File: config.mk
export PLATFORM = sky130hd
export DESIGN_NAME = if_fetch
export DESIGN_NICKNAME = d
export VERILOG_FILES = /design/src/rtl/if_fetch.sv
export SDC_FILE = /design/constraint.sdc
export NUM_CORES = 1
export LEC_CHECK = 0
export BUFFER_PORTS_ARGS = -buffer_cell sky130_fd_sc_hd__buf_2
export CORE_MARGIN = 2
export CORE_UTILIZATION = 30
export DETAILED_ROUTE_END_ITERATION = 7
export GPL_ROUTABILITY_DRIVEN = 0
export HOLD_SLACK_MARGIN = 0.08
export SYNTH_ARGS = -nofsm -noshare
export SYNTH_HDL_FRONTEND = slang
export SYNTH_SLANG_ARGS = --single-unit
File: constraint.sdc
create_clock -name clk_i -period 3.6 [get_ports clk_i]
set_clock_uncertainty 0.15 [all_clocks]
set_input_delay 0.18 -clock clk_i [delete_from_list [all_inputs] [get_ports clk_i]]
set_output_delay 0.18 -clock clk_i [all_outputs]
set_load 0.005 [all_outputs]
File: src/rtl/if_fetch.sv
// Instruction-fetch stage: owns the fetch PC and issues word requests to
// instruction memory over a req/ack handshake. Delivers {inst, pc+4} to IF/ID
// through an output slot backed by a one-entry skid buffer, and discards
// wrong-path data on redirect.
module if_fetch #(
  parameter logic [31:0] RESET_PC = 32'h0000_0000
) (
  input  logic        clk_i,
  input  logic        rst_i,
  input  logic        stall_i,
  input  logic        redirect_i,
  input  logic [31:0] redirect_pc_i,
  output logic        imem_req_o,
  output logic [31:0] imem_addr_o,
  input  logic        imem_ack_i,
  input  logic [31:0] imem_data_i,
  output logic        valid_o,
  output logic [31:0] inst_o,
  output logic [31:0] pc_o
);

  localparam int unsigned XLEN    = 32;
  localparam int unsigned ALIGN_W = 2;
  localparam logic [XLEN-1:0] PC_STEP = XLEN'(4);

  typedef enum logic [1:0] {
    IDLE = 2'd0,
    REQ  = 2'd1,
    DROP = 2'd2
  } state_t;

  state_t          state_q, state_n;
  logic [XLEN-1:0] next_pc, next_pc_n;
  logic [XLEN-1:0] drop_addr, drop_addr_n;
  logic            valid_n;
  logic [XLEN-1:0] inst_n, pc_n;
  logic            sk_valid, sk_valid_n;
  logic [XLEN-1:0] sk_inst, sk_inst_n;
  logic [XLEN-1:0] sk_pc, sk_pc_n;
  logic            req_n;
  logic [XLEN-1:0] addr_n;

  logic            mem_ack;
  logic            consume;
  logic            word_in;
  logic [XLEN-1:0] target;
  logic            unused_pc_bits;

  // Ack only counts while a request is actually being presented.
  assign mem_ack = imem_req_o & imem_ack_i;
  // IF/ID takes the output slot this cycle.
  assign consume = valid_o & ~stall_i;
  // A correct-path word returns this cycle.
  assign word_in = (state_q == REQ) & mem_ack & ~redirect_i;
  // Redirect target forced to word alignment.
  assign target  = {redirect_pc_i[XLEN-1:ALIGN_W], ALIGN_W'(0)};
  assign unused_pc_bits = ^redirect_pc_i[ALIGN_W-1:0];

  // State register.
  always_ff @(posedge clk_i) begin
    if (rst_i) begin
      state_q <= IDLE;
    end else begin
      state_q <= state_n;
    end
  end

  // Next-state: pause fetching whenever the skid buffer will be occupied.
  always_comb begin
    state_n = state_q;
    unique case (state_q)
      IDLE: begin
        if (!sk_valid_n) state_n = REQ;
      end
      REQ: begin
        if (redirect_i) begin
          state_n = mem_ack ? REQ : DROP;
        end else if (mem_ack && sk_valid_n) begin
          state_n = IDLE;
        end
      end
      DROP: begin
        if (mem_ack) state_n = sk_valid_n ? IDLE : REQ;
      end
      default: state_n = IDLE;
    endcase
  end

  // Datapath next values: slot/skid movement, PC advance, redirect flush.
  always_comb begin
    valid_n     = valid_o;
    inst_n      = inst_o;
    pc_n        = pc_o;
    sk_valid_n  = sk_valid;
    sk_inst_n   = sk_inst;
    sk_pc_n     = sk_pc;
    next_pc_n   = next_pc;
    drop_addr_n = drop_addr;
    if (redirect_i) begin
      valid_n    = 1'b0;
      sk_valid_n = 1'b0;
      next_pc_n  = target;
      if (state_q == REQ && !mem_ack) drop_addr_n = next_pc;
    end else begin
      if (consume) begin
        valid_n = 1'b0;
        if (sk_valid) begin
          valid_n    = 1'b1;
          inst_n     = sk_inst;
          pc_n       = sk_pc;
          sk_valid_n = 1'b0;
        end
      end
      if (word_in) begin
        next_pc_n = next_pc + PC_STEP;
        if (!valid_n) begin
          valid_n = 1'b1;
          inst_n  = imem_data_i;
          pc_n    = next_pc_n;
        end else begin
          sk_valid_n = 1'b1;
          sk_inst_n  = imem_data_i;
          sk_pc_n    = next_pc_n;
        end
      end
    end
  end

  // Output decode: request level and address for the coming cycle.
  always_comb begin
    req_n  = (state_n != IDLE);
    addr_n = (state_n == DROP) ? drop_addr_n : next_pc_n;
  end

  // Datapath and memory-interface registers.
  always_ff @(posedge clk_i) begin
    if (rst_i) begin
      next_pc     <= RESET_PC;
      drop_addr   <= RESET_PC;
      valid_o     <= 1'b0;
      inst_o      <= '0;
      pc_o        <= '0;
      sk_valid    <= 1'b0;
      sk_inst     <= '0;
      sk_pc       <= '0;
      imem_req_o  <= 1'b0;
      imem_addr_o <= RESET_PC;
    end else begin
      next_pc     <= next_pc_n;
      drop_addr   <= drop_addr_n;
      valid_o     <= valid_n;
      inst_o      <= inst_n;
      pc_o        <= pc_n;
      sk_valid    <= sk_valid_n;
      sk_inst     <= sk_inst_n;
      sk_pc       <= sk_pc_n;
      imem_req_o  <= req_n;
      imem_addr_o <= addr_n;
    end
  end

endmodule

-- Word level (Yosys, flattened, before mapping)
Index checks and enable logic that the tools add are counted.
- flip-flop bits (word level): 229
- input port bits: 69
- logic and storage cells: 56
- add/sub/neg operators: 1
- equality and inequality tests: 3
- muxes and demuxes: 28
- bitwise operators: 6
- reductions and logical operators: 7
- operator list (cell ; count):
    two-way mux 32 bit ; 13
    adder 32 x 3 -> 32 bit, second input constant ; 1
    two-way mux 2 bit ; 5
    two-way mux 1 bit ; 9
    case mux 2 bit (3 select lines) ; 1
    AND 1 bit ; 4
    equality test 2 bit, second input constant ; 2
    AND reduction 3 bit ; 1
    equality test 2 x 1 -> 1 bit, second input constant ; 1
    logical AND 1 bit ; 2
    logical NOT 2 bit ; 1
    NOT 1 bit ; 2
    nonzero test 2 bit ; 1
    OR reduction 2 bit ; 1
    logical NOT 1 bit ; 1

-- Depth between registers and ports, before layout
Gate-level depths: netlist of the first run.
- word-level depth: 13
- mapped depth: 8
- depth with buffers taken out: 6

-- Worst setup path before layout of the first run
No wires, ideal clock.
- path kind: register -> register
- start: register next_pc[2]
- end: register imem_addr_o[26]
- library setup time: 0.120 ns
- data arrival time: 2.265 ns
- slack: 1.065 ns
- stages on the path, launching flop included: 8
- path through: dfxtp_1 -> ha_1 -> nand3_2 -> or4_4 -> buf_6 -> or3_4 -> o211a_1 -> o31a_1
- word-level cells in the longest chain between the ends: 4
- ends and longest elaborated chain (what ; line ; text):
    start, declared ; 33 ; logic [XLEN-1:0] next_pc, next_pc_n;
    start signal, assigned ; 149 ; next_pc <= next_pc_n;
    adder 32 x 3 -> 32 bit ; 115 ; next_pc_n = next_pc + PC_STEP;
    two-way mux 32 bit ; 114 ; if (word_in) begin
    two-way mux 32 bit ; 99 ; if (redirect_i) begin
    two-way mux 32 bit ; 132 ; addr_n = (state_n == DROP) ? drop_addr_n : next_pc_n;
    end signal, assigned ; 158 ; imem_addr_o <= addr_n;
    end, declared ; 14 ; output logic [31:0] imem_addr_o,
No other way between the ends.
A chain may end at the register's enable or synchronous reset.

-- Final worst setup path of the first run
Ends and elaborated chain as after synthesis.

==> impl_metrics.csv, run 1 <==
group,metric,value,unit
drt,dr_total_vias,8983,
synthesis,syn_area,0.009809,mm^2
power,ir_drop,316.5,uV
finish,nNetsFinal,1394,
global_route,grt-ovfl-total,0,
sta,max_clock_freq,0.3421,GHz
min_path,min-delay-path-class,"in2reg",
critical_path,startpoint,"next_pc[2]$_SDFF_PP0_",
sta,worst_slew_pin_slew,1.009,ns
sta,tns,0,ns
critical_path,critPathLaunchType,"flip-flop",
critical_path,path_cells,"ha_1 > nand3_2 > or4_4 > or3_4 > o211a_1 > o31a_1",
critical_path,critPathArrivalTime,3.21,ns
power,clkPwrFrac,0.474,
sta,setup_ws,0.6770,ns
sta,slew_headroom,0.3205,
power,combPwrFrac,0.086,
finish,antenna_cells,0,
floorplanning,die_w,184.8,um
finish,fillers,3354,
clock_network,clock_path_buffers,3,
synthesis,ys_ff_latch,229,
finish,layout_common_cells,"dfxtp_1 (229), buf_2 (163), nand2_1 (126), nor2_1 (116), a21oi_1 (113)",
global_route,grt_start_max_net_pins,156,
global_route,antenna_found_initial,0,
synthesis,synth_enable_flop_cells,0,
critical_path,endpoint_kind,"flip-flop",
synthesis,yosysWarnings,0,
status,status,"completed",
floorplanning,io_pins,167,
clock_network,cts-root-buf,"clkbuf_16",
sta,rsz0062_at_grt,"false",
drt,drt-total-wl,30070,um
critical_path,slowest_stage,"or4_4",
power,leakagePower,0.005122,uW
critical_path,worst_ep_required_time,3.89,ns
clock_network,numCtsBuffers,27,
power,seqPwrFrac,0.440,
clock_network,numClockSinks,229,
sta,min_period,2.923,ns
sta,setup_violations,0,
clock_network,hold_buffers,74,
finish,area.growth.synth_to_final,28.69,%
drt,drt_iter0_markers,731,
synthesis,syn_nets,1218,
power,p_switching,1464,uW
synthesis,ys_seq_area_frac,0.4673,
floorplanning,fp.dieArea,0.03416,mm^2
placement,placed_cells,1663,
drt,drtPass1Iterations,5,
finish,layout_commonest_cell,"dfxtp_1",
critical_path,reg2regPathDepth,6,
finish,fin_cells,1787,
global_route,grt_pass1_vias,8435,
finish,seq_area,0.004584,mm^2
min_path,holdPathStages,4,
placement,dp_hpwl,19550,um
critical_path,crit_fanout,14,
placement,pre_cts_ws,0.7233,ns
drt,drc,0,
synthesis,synth_cell_types,64,
floorplanning,rows,66,
global_route,grt_pass1_wl,46760,um
critical_path,critPathMaxStageDelay,0.64,ns
drt,antenna_left,0,
run,max-cap-violations,0,
clock_network,cts_resized,0,
drt,via_per_inst,5.027,
clock_network,clk_pin_slew,0.06,ns
min_path,min_from,"redirect_pc_i[10]",
floorplanning,floorplan.initialDensity,0.3030,
synthesis,ys_async_sr_fraction,0,
critical_path,r2r-start,"next_pc[2]$_SDFF_PP0_",
floorplanning,fp.dieH,184.8,um
drt,post_drt_wl_per_cell,16.83,um
power,intPower,4633,uW
clock_network,cts_tree,"built",
global_route,grt_use_total,0.1717,
clock_network,insertion_delay,0.55,ns
synthesis,yosys_most_used_dff,"dfxtp_1",
synthesis,synthCells,1148,
sta,finalCritPeriodShare,0.8120,
finish,multiInputGateArea,0.004733,mm^2
critical_path,path_class,"reg2reg",
sta,slew_viol_final,0,
synthesis,syn_area_per_cell,8.545,um^2
clock_network,htree_levels,1,
finish,drive_above_1_share,0.1941,
clock_network,post_cts_buffers,0,
finish,utilization,0.3900,
sta,finalHoldViolCount,0,
floorplanning,core,0.03237,mm^2
power,p_per_area,483.0,mW/mm^2
power,p_sw_frac,0.2402,
placement,port_buffers,164,
[path summary, 6_finish.rpt]
kind	slack (ns)	end
worst max-delay path	0.68	imem_addr_o[26]$_SDFF_PP0_
worst min-delay path	0.28	next_pc[10]$_SDFF_PP0_
worst max register to register	0.68	imem_addr_o[26]$_SDFF_PP0_
worst min register to register	0.30	sk_pc[1]$_SDFFE_PP0P_
[cell type report]
class / instances / share of cell area
Multi-Input combinational cell: 802 / 0.3750
Sequential cell: 229 / 0.3632
Timing Repair Buffer: 261 / 0.1418
Clock buffer: 41 / 0.06482
Tap cell: 442 / 0.04381
Clock inverter: 9 / 0.01051
Inverter: 3 / 0.0008921
[per-stage QoR]
stage	total power, uW	instance area (um^2)	hold WS [ns]
after floorplan	3008	9809	0.1660
after global placement	3201	10930	0.2822
after detailed placement	3206	10930	0.2872
after CTS	6154	12620	0.2715
after global routing	6323	12620	0.2967
final	6097	12620	0.2835
[worst max-delay path: cells and delay by family, from the launching register on]
kind / cells / cell delay (ns)
and+or+nand+nor: 3 / 1.35
AOI/OAI and AO/OA: 2 / 0.54
DFF: 1 / 0.49
adders and majority gates: 1 / 0.28
[cells in the mapped netlist (all sizes together), types with 4 or more instances]
cell    count  area, um^2
xnor2      17       148.9
mux2i      39       390.4
a31oi      10       62.56
nor2b      17       106.4
and2        7       43.79
and3        5       31.28
or4         4       33.78
buf        29       180.2
clkbuf     85       332.8
nand2     126       473.0
nor4       23       150.1
nor2      118       442.9
mux2        8       90.09
o21ai      61       305.3
nor3       27       135.1
a22oi       5       37.54
nand4      16       127.6
o31a       10       91.34
or3         8       55.05
nand3      11       60.06
a21o       13       97.59
dfxtp     229        4584
a21oi     114       570.6
a211oi     60       450.4
nand2b      8       50.05
o22ai      35       219.0
a311oi      4       35.03
xor2       21       183.9
[registers in the layout, indices dropped and copies added (netlist names)]
register,cells
imem_addr_o,32
drop_addr,32
inst_o,32
pc_o,32
next_pc,32
sk_pc,32
sk_inst,32
state_q,2
valid_o,1
sk_valid,1
imem_req_o,1
[per-layer routing]
layer	wire, um	global-route usage
met2	14410	0.2870
met5	0	0
met4	576	0.04603
met3	1576	0.02949
met1	13510	0.2285
[logic make-up (layout without fill, tap and decap cells)]
family          Yosys count  count (layout)  share of synthesized area
simple gates            377             377                     0.1804
mux                      47              47                    0.04898
fa+ha+maj                 1               1                   0.001275
buf+inv                 117             314                    0.05344
flops                   229             229                     0.4673
compound gates          339             339                     0.2147
xor+xnor                 38              38                    0.03393
[power groups by stage]
stage	logic, uW	registers, uW	clock network [uW]
detailed placement	469	2740	0
floorplan	306	2700	0
global placement	464	2740	0
global route	573	2690	3060
CTS	529	2680	2940
finish	525	2680	2890
No activity file was read; power rests on OpenSTA's default activity.
==> inputs of run 2 (changes only) <==
ABC_AREA = 1   (was not set)
clock period = 3 ns   (was 3.6 ns; I/O delays follow)
==> run 2 against run 1 <==
Critical endpoint is now pc_o[5]$_SDFFE_PP0N_. Power increased by 22%. Maximum frequency grew 24%. Register-to-register slack worse by 0.04 ns. Via count increased by 12%. First-iteration DRC count is 2.2% lower. Largest power group unchanged. Setup slack got worse by 0.039 ns. Global-route usage barely moved. Die area increased by 5.1%.
==> impl_metrics.csv, run 2 <==
group,metric,value,unit
finish,antenna_cells,0,
finish,utilization,0.3896,
clock_network,clk_pin_slew,0.06,ns
sta,finalCritPeriodShare,0.7874,
finish,area.growth.synth_to_final,27.22,%
clock_network,htree_levels,1,
sta,slew_headroom,0.3829,
drt,drt_iter0_markers,715,
drt,post_drt_wl_per_cell,14.76,um
sta,tns,0,ns
floorplanning,fp.dieArea,0.03590,mm^2
sta,min_period,2.362,ns
synthesis,synth_enable_flop_cells,0,
global_route,antenna_found_initial,0,
sta,hold_ws,0.2545,ns
synthesis,syn_area,0.01032,mm^2
synthesis,yosys_most_used_dff,"dfxtp_1",
placement,dp_hpwl,20750,um
critical_path,reg2reg_slack,0.64,ns
power,p_total,7438,uW
floorplanning,core,0.03370,mm^2
global_route,grt_use_total,0.1721,
drt,drt-total-wl,31470,um
clock_network,clock_path_buffers,3,
global_route,grt_start_max_net_pins,65,
critical_path,path_class,"reg2reg",
clock_network,cts-root-buf,"clkbuf_16",
clock_network,post_cts_buffers,0,
floorplanning,floorplan.initialDensity,0.3063,
critical_path,worst_ep_required_time,3.31,ns
clock_network,cts_resized,0,
drt,dr_total_vias,10090,
synthesis,ys_async_sr_fraction,0,
sta,max_clock_freq,0.4233,GHz
drt,antenna_left,0,
drt,drc,0,
drt,drtPass1Iterations,7,
global_route,grt-ovfl-total,0,
clock_network,numClockSinks,229,
floorplanning,die_w,189.5,um
clock_network,numCtsBuffers,26,
synthesis,yosysMostFrequentCell,"nand2_1",
synthesis,ys_seq_area_frac,0.4442,
critical_path,crit_fanout,50,
sta,setup_violations,0,
synthesis,ys_top_cells_by_area,"dfxtp_1 (44%), nand2_1 (10%), nor2_1 (7.2%), inv_1 (6.2%), o21ai_1 (4.6%)",
drt,via_per_inst,4.734,
sta,finalHoldViolCount,0,
finish,nNetsFinal,1736,
clock_network,cts_tree,"built",
synthesis,ys_ff_latch,229,
global_route,grt_pass1_wl,50170,um
status,status,"completed",
synthesis,yosysTopAreaCellShare,0.4442,
power,p_per_area,566.5,mW/mm^2
floorplanning,fp.dieH,189.5,um
finish,layout_common_cells,"nand2_1 (279), dfxtp_1 (229), nor2_1 (198), inv_1 (169), buf_2 (163)",
power,ir_drop,355.6,uV
power,leakagePower,0.005892,uW
sta,worst_slew_pin_slew,0.9234,ns
sta,slew_viol_final,0,
synthesis,syn_nets,1537,
run,max-cap-violations,0,
finish,fillers,3510,
synthesis,synthTopCellsByCount,"nand2_1 (279), dfxtp_1 (229), nor2_1 (199), inv_1 (170), o21ai_1 (94)",
floorplanning,rows,67,
synthesis,synth_top_cell_by_area,"dfxtp_1",
critical_path,critPathLaunchType,"flip-flop",
sta,rsz0062_at_grt,"false",
min_path,min-delay-path-class,"in2reg",
finish,layout_commonest_cell,"nand2_1",
critical_path,endpoint_kind,"flip-flop",
finish,drive_above_1_share,0.1580,
synthesis,synth_cell_types,39,
floorplanning,io_pins,167,
synthesis,yosysWarnings,0,
clock_network,insertion_delay,0.54,ns
placement,port_buffers,164,
synthesis,syn_area_per_cell,7.036,um^2
synthesis,synthCells,1467,
global_route,grt_pass1_vias,9415,
clock_network,hold_buffers,76,
critical_path,critPathArrivalTime,2.67,ns
## run 2: final timing paths
kind	from	endpoint	depth (start not counted)
min reg2reg	sk_pc[6]$_SDFFE_PP0P_	sk_pc[6]$_SDFFE_PP0P_	2
min	imem_data_i[16]	sk_inst[16]$_SDFFE_PP0P_	4
max reg2reg	imem_req_o$_SDFF_PP0_	pc_o[5]$_SDFFE_PP0N_	9
max	imem_req_o$_SDFF_PP0_	pc_o[5]$_SDFFE_PP0N_	9
## run 2: through the flow
step / std cells / setup slack, ns / instance area, um^2
global placement: 2010 / 0.7617 / 11480
finish: 2132 / 0.6378 / 13130
global route: 2132 / 0.4491 / 13130
CTS: 2132 / 0.6478 / 13130
detailed placement: 2010 / 0.7058 / 11480
floorplan: 1467 / 1.271 / 10320
## run 2: layout make-up
class,count,area (um^2),area share
multi-input cells,967,4653,0.3544
flip-flops and latches,229,4584,0.3492
repair buffers,261,1767,0.1346
clock buffers,37,763.2,0.05813
inverters,181,679.4,0.05174
well taps,448,560.5,0.04269
clock inverters,9,122.6,0.009339
## run 2: cells by family after synthesis
family	synth area share
adders and majority gates	0.001212
AOI/OAI and AO/OA	0.2108
muxes	0.0009699
xor gates and xnor gates	0.008365
DFF	0.4442
buffers and inverters	0.1067
and+or+nand+nor	0.2278
## run 2: critical path, stage by stage (launching register included)
cell	delay, ns
dfxtp_1	0.33
nand2_1	0.14
nor2_4	0.28
nand2_4	0.23
inv_2	0.14
nand2_4	0.29
buf_12	0.32
a21oi_1	0.16
o21ai_1	0.10
a21oi_1	0.12
## run 2: layer usage
metal  global-route usage  routed length [um]  vias to the layer above
met2               0.2674               13610                      304
met3              0.02743                1914                       60
li1                     -                   -                     5175
met4              0.05337                 836                        0
met5                    0                   0                        -
met1               0.2440               15110                     4553
## run 2: report_power, final
group	internal [uW]	switching (uW)
Combinational	342	521
Clock	2020	1290
Sequential	3190	73.4
==> inputs of run 3 (changes only) <==
clock period = 2.4 ns   (was 3 ns; I/O delays follow)
==> run 3 against run 2 <==
Power is 25% higher. Die area did not move. Non-clock buffer count rose by 1. Clock power up 23%. Worst hold slack got worse by 0.024 ns. Clock-buffer cell count decreased by 2. Critical path depth is 1 higher. Wire length down 0.32%. Utilization rose by 0.059 points.
==> impl_metrics.csv, run 3 (synthesized netlist as in run 2, its figures left out) <==
group,metric,value,unit
drt,drt_iter0_markers,642,
placement,port_buffers,164,
floorplanning,die_w,189.5,um
global_route,grt.busiest_layer,"met2",
placement,placed_cell_area,0.01160,mm^2
finish,drive_above_1_share,0.1656,
finish,layout_commonest_cell,"nand2_1",
finish,nNetsFinal,1738,
drt,via_per_inst,4.737,
drt,drt-total-wl,31370,um
critical_path,crit_fanout,40,
power,leakagePower,0.005927,uW
finish,antenna_cells,0,
global_route,grt_pass1_wl,49750,um
clock_network,numClockSinks,229,
drt,dr_total_vias,10110,
drt,post_drt_wl_per_cell,14.71,um
sta,rsz0062_at_grt,"false",
clock_network,post_cts_buffers,0,
critical_path,worst_ep_required_time,2.64,ns
run,max-cap-violations,0,
sta,slew_viol_final,0,
finish,final_area,0.01315,mm^2
global_route,grt_use_total,0.1709,
placement,dp_hpwl,20940,um
power,ir_drop,425.0,uV
finish,layout_common_cells,"nand2_1 (279), dfxtp_1 (229), nor2_1 (198), inv_1 (169), buf_2 (163)",
clock_network,insertion_delay,0.54,ns
drt,drc,0,
global_route,use_met2,0.2768,
status,status,"completed",
sta,tns,0,ns
min_path,holdPathStages,4,
sta,setup_violations,0,
min_path,min-delay-path-class,"in2reg",
clock_network,htree_levels,1,
critical_path,path_class,"in2reg",
drt,drtPass1Iterations,7,
power,p_per_area,704.3,mW/mm^2
global_route,grt-ovfl-total,0,
clock_network,clk_pin_slew,0.06,ns
critical_path,reg2reg_slack,0.39,ns
critical_path,critPathLaunchType,"input pin",
clock_network,clock_path_buffers,3,
floorplanning,core,0.03370,mm^2
critical_path,critPathArrivalTime,2.27,ns
sta,min_period,2.037,ns
clock_network,numCtsBuffers,27,
global_route,grt_pass1_vias,9527,
min_path,holdPathEnd,"sk_inst[9]$_SDFFE_PP0P_",
floorplanning,floorplan.initialDensity,0.3063,
critical_path,reg2regPathDepth,10,
critical_path,r2r-start,"state_q[1]$_SDFF_PP0_",
clock_network,cts-root-buf,"clkbuf_16",
sta,slew_headroom,0.5505,
floorplanning,rows,67,
finish,area.growth.synth_to_final,27.41,%
global_route,use_met1,0.2383,
clock_network,cts_tree,"built",
sta,finalHoldViolCount,0,
critical_path,regToRegEndpoint,"inst_o[0]$_SDFFE_PP0N_",
clock_network,cts_resized,0,
sta,worst_slew_pin_slew,0.6742,ns
floorplanning,fp.dieArea,0.03590,mm^2
floorplanning,fp.dieH,189.5,um
drt,antenna_left,0,
floorplanning,io_pins,167,
critical_path,endpoint_kind,"flip-flop",
min_path,min_from,"imem_data_i[9]",
sta,finalCritPeriodShare,0.8489,
global_route,grtUsageMet3,0.02502,
clock_network,hold_buffers,67,
global_route,grt_start_max_net_pins,79,
global_route,antenna_found_initial,0,
sta,max_clock_freq,0.4909,GHz
finish,utilization,0.3902,
-- run 3: metal layers --
metal  vias up  wire length, um
li1       5176                -
met4         0              569
met5         -                0
met2       310            13920
met3        37             1961
met1      4582            14920
-- run 3: final cells by class --
cell class,instances,area [um^2]
clock buffer,35,765.7
tap,448,560.5
sequential,229,4584
inverter,181,679.4
fill,3565,20550
clock inverter,11,117.6
timing repair buffer,262,1789
multi-input combinational,967,4653
-- run 3: stage by stage --
step / hold slack, ns / setup WS, ns / std cells / power [uW]
3_5_place_dp: 0.2210 / 0.3892 / 2020 / 5169
3_3_place_gp: 0.2156 / 0.4111 / 2020 / 5160
2_1_floorplan: 0.1049 / 0.6712 / 1467 / 4763
6_report: 0.2310 / 0.3627 / 2133 / 9261
4_1_cts: 0.2140 / 0.3631 / 2133 / 9346
5_1_grt: 0.2311 / 0.1881 / 2133 / 9672
-- run 3: worst max-delay path: stages --
cell           delay [ns]
dlygate4sd3_1        0.53
buf_2                0.29
inv_1                0.14
nand2_4              0.25
inv_2                0.09
nand2_4              0.28
buf_12               0.25
o211ai_1             0.12
o21ai_1              0.10
o22ai_1              0.08
-- run 3: how the worst max path moves through the flow --
stage                                     start                          to  slack [ns]  depth (start not counted)
after floorplan           next_pc[2]$_SDFF_PP0_  imem_addr_o[28]$_SDFF_PP0_        0.67                         12
after global placement               redirect_i       pc_o[29]$_SDFFE_PP0N_        0.41                          9
after detailed placement             redirect_i      inst_o[0]$_SDFFE_PP0N_        0.39                          9
after CTS                            redirect_i     inst_o[10]$_SDFFE_PP0N_        0.36                         10
after global routing                 redirect_i       pc_o[30]$_SDFFE_PP0N_        0.19                         10
final                                redirect_i      inst_o[0]$_SDFFE_PP0N_        0.36                         10
-- run 3: power by group --
part	switching (uW)	internal [uW]	leakage (uW)
logic	654	440	0.00363
registers	91.3	3990	0.00186
clock network	1640	2450	0.000435
total	2380	6880	0.00593
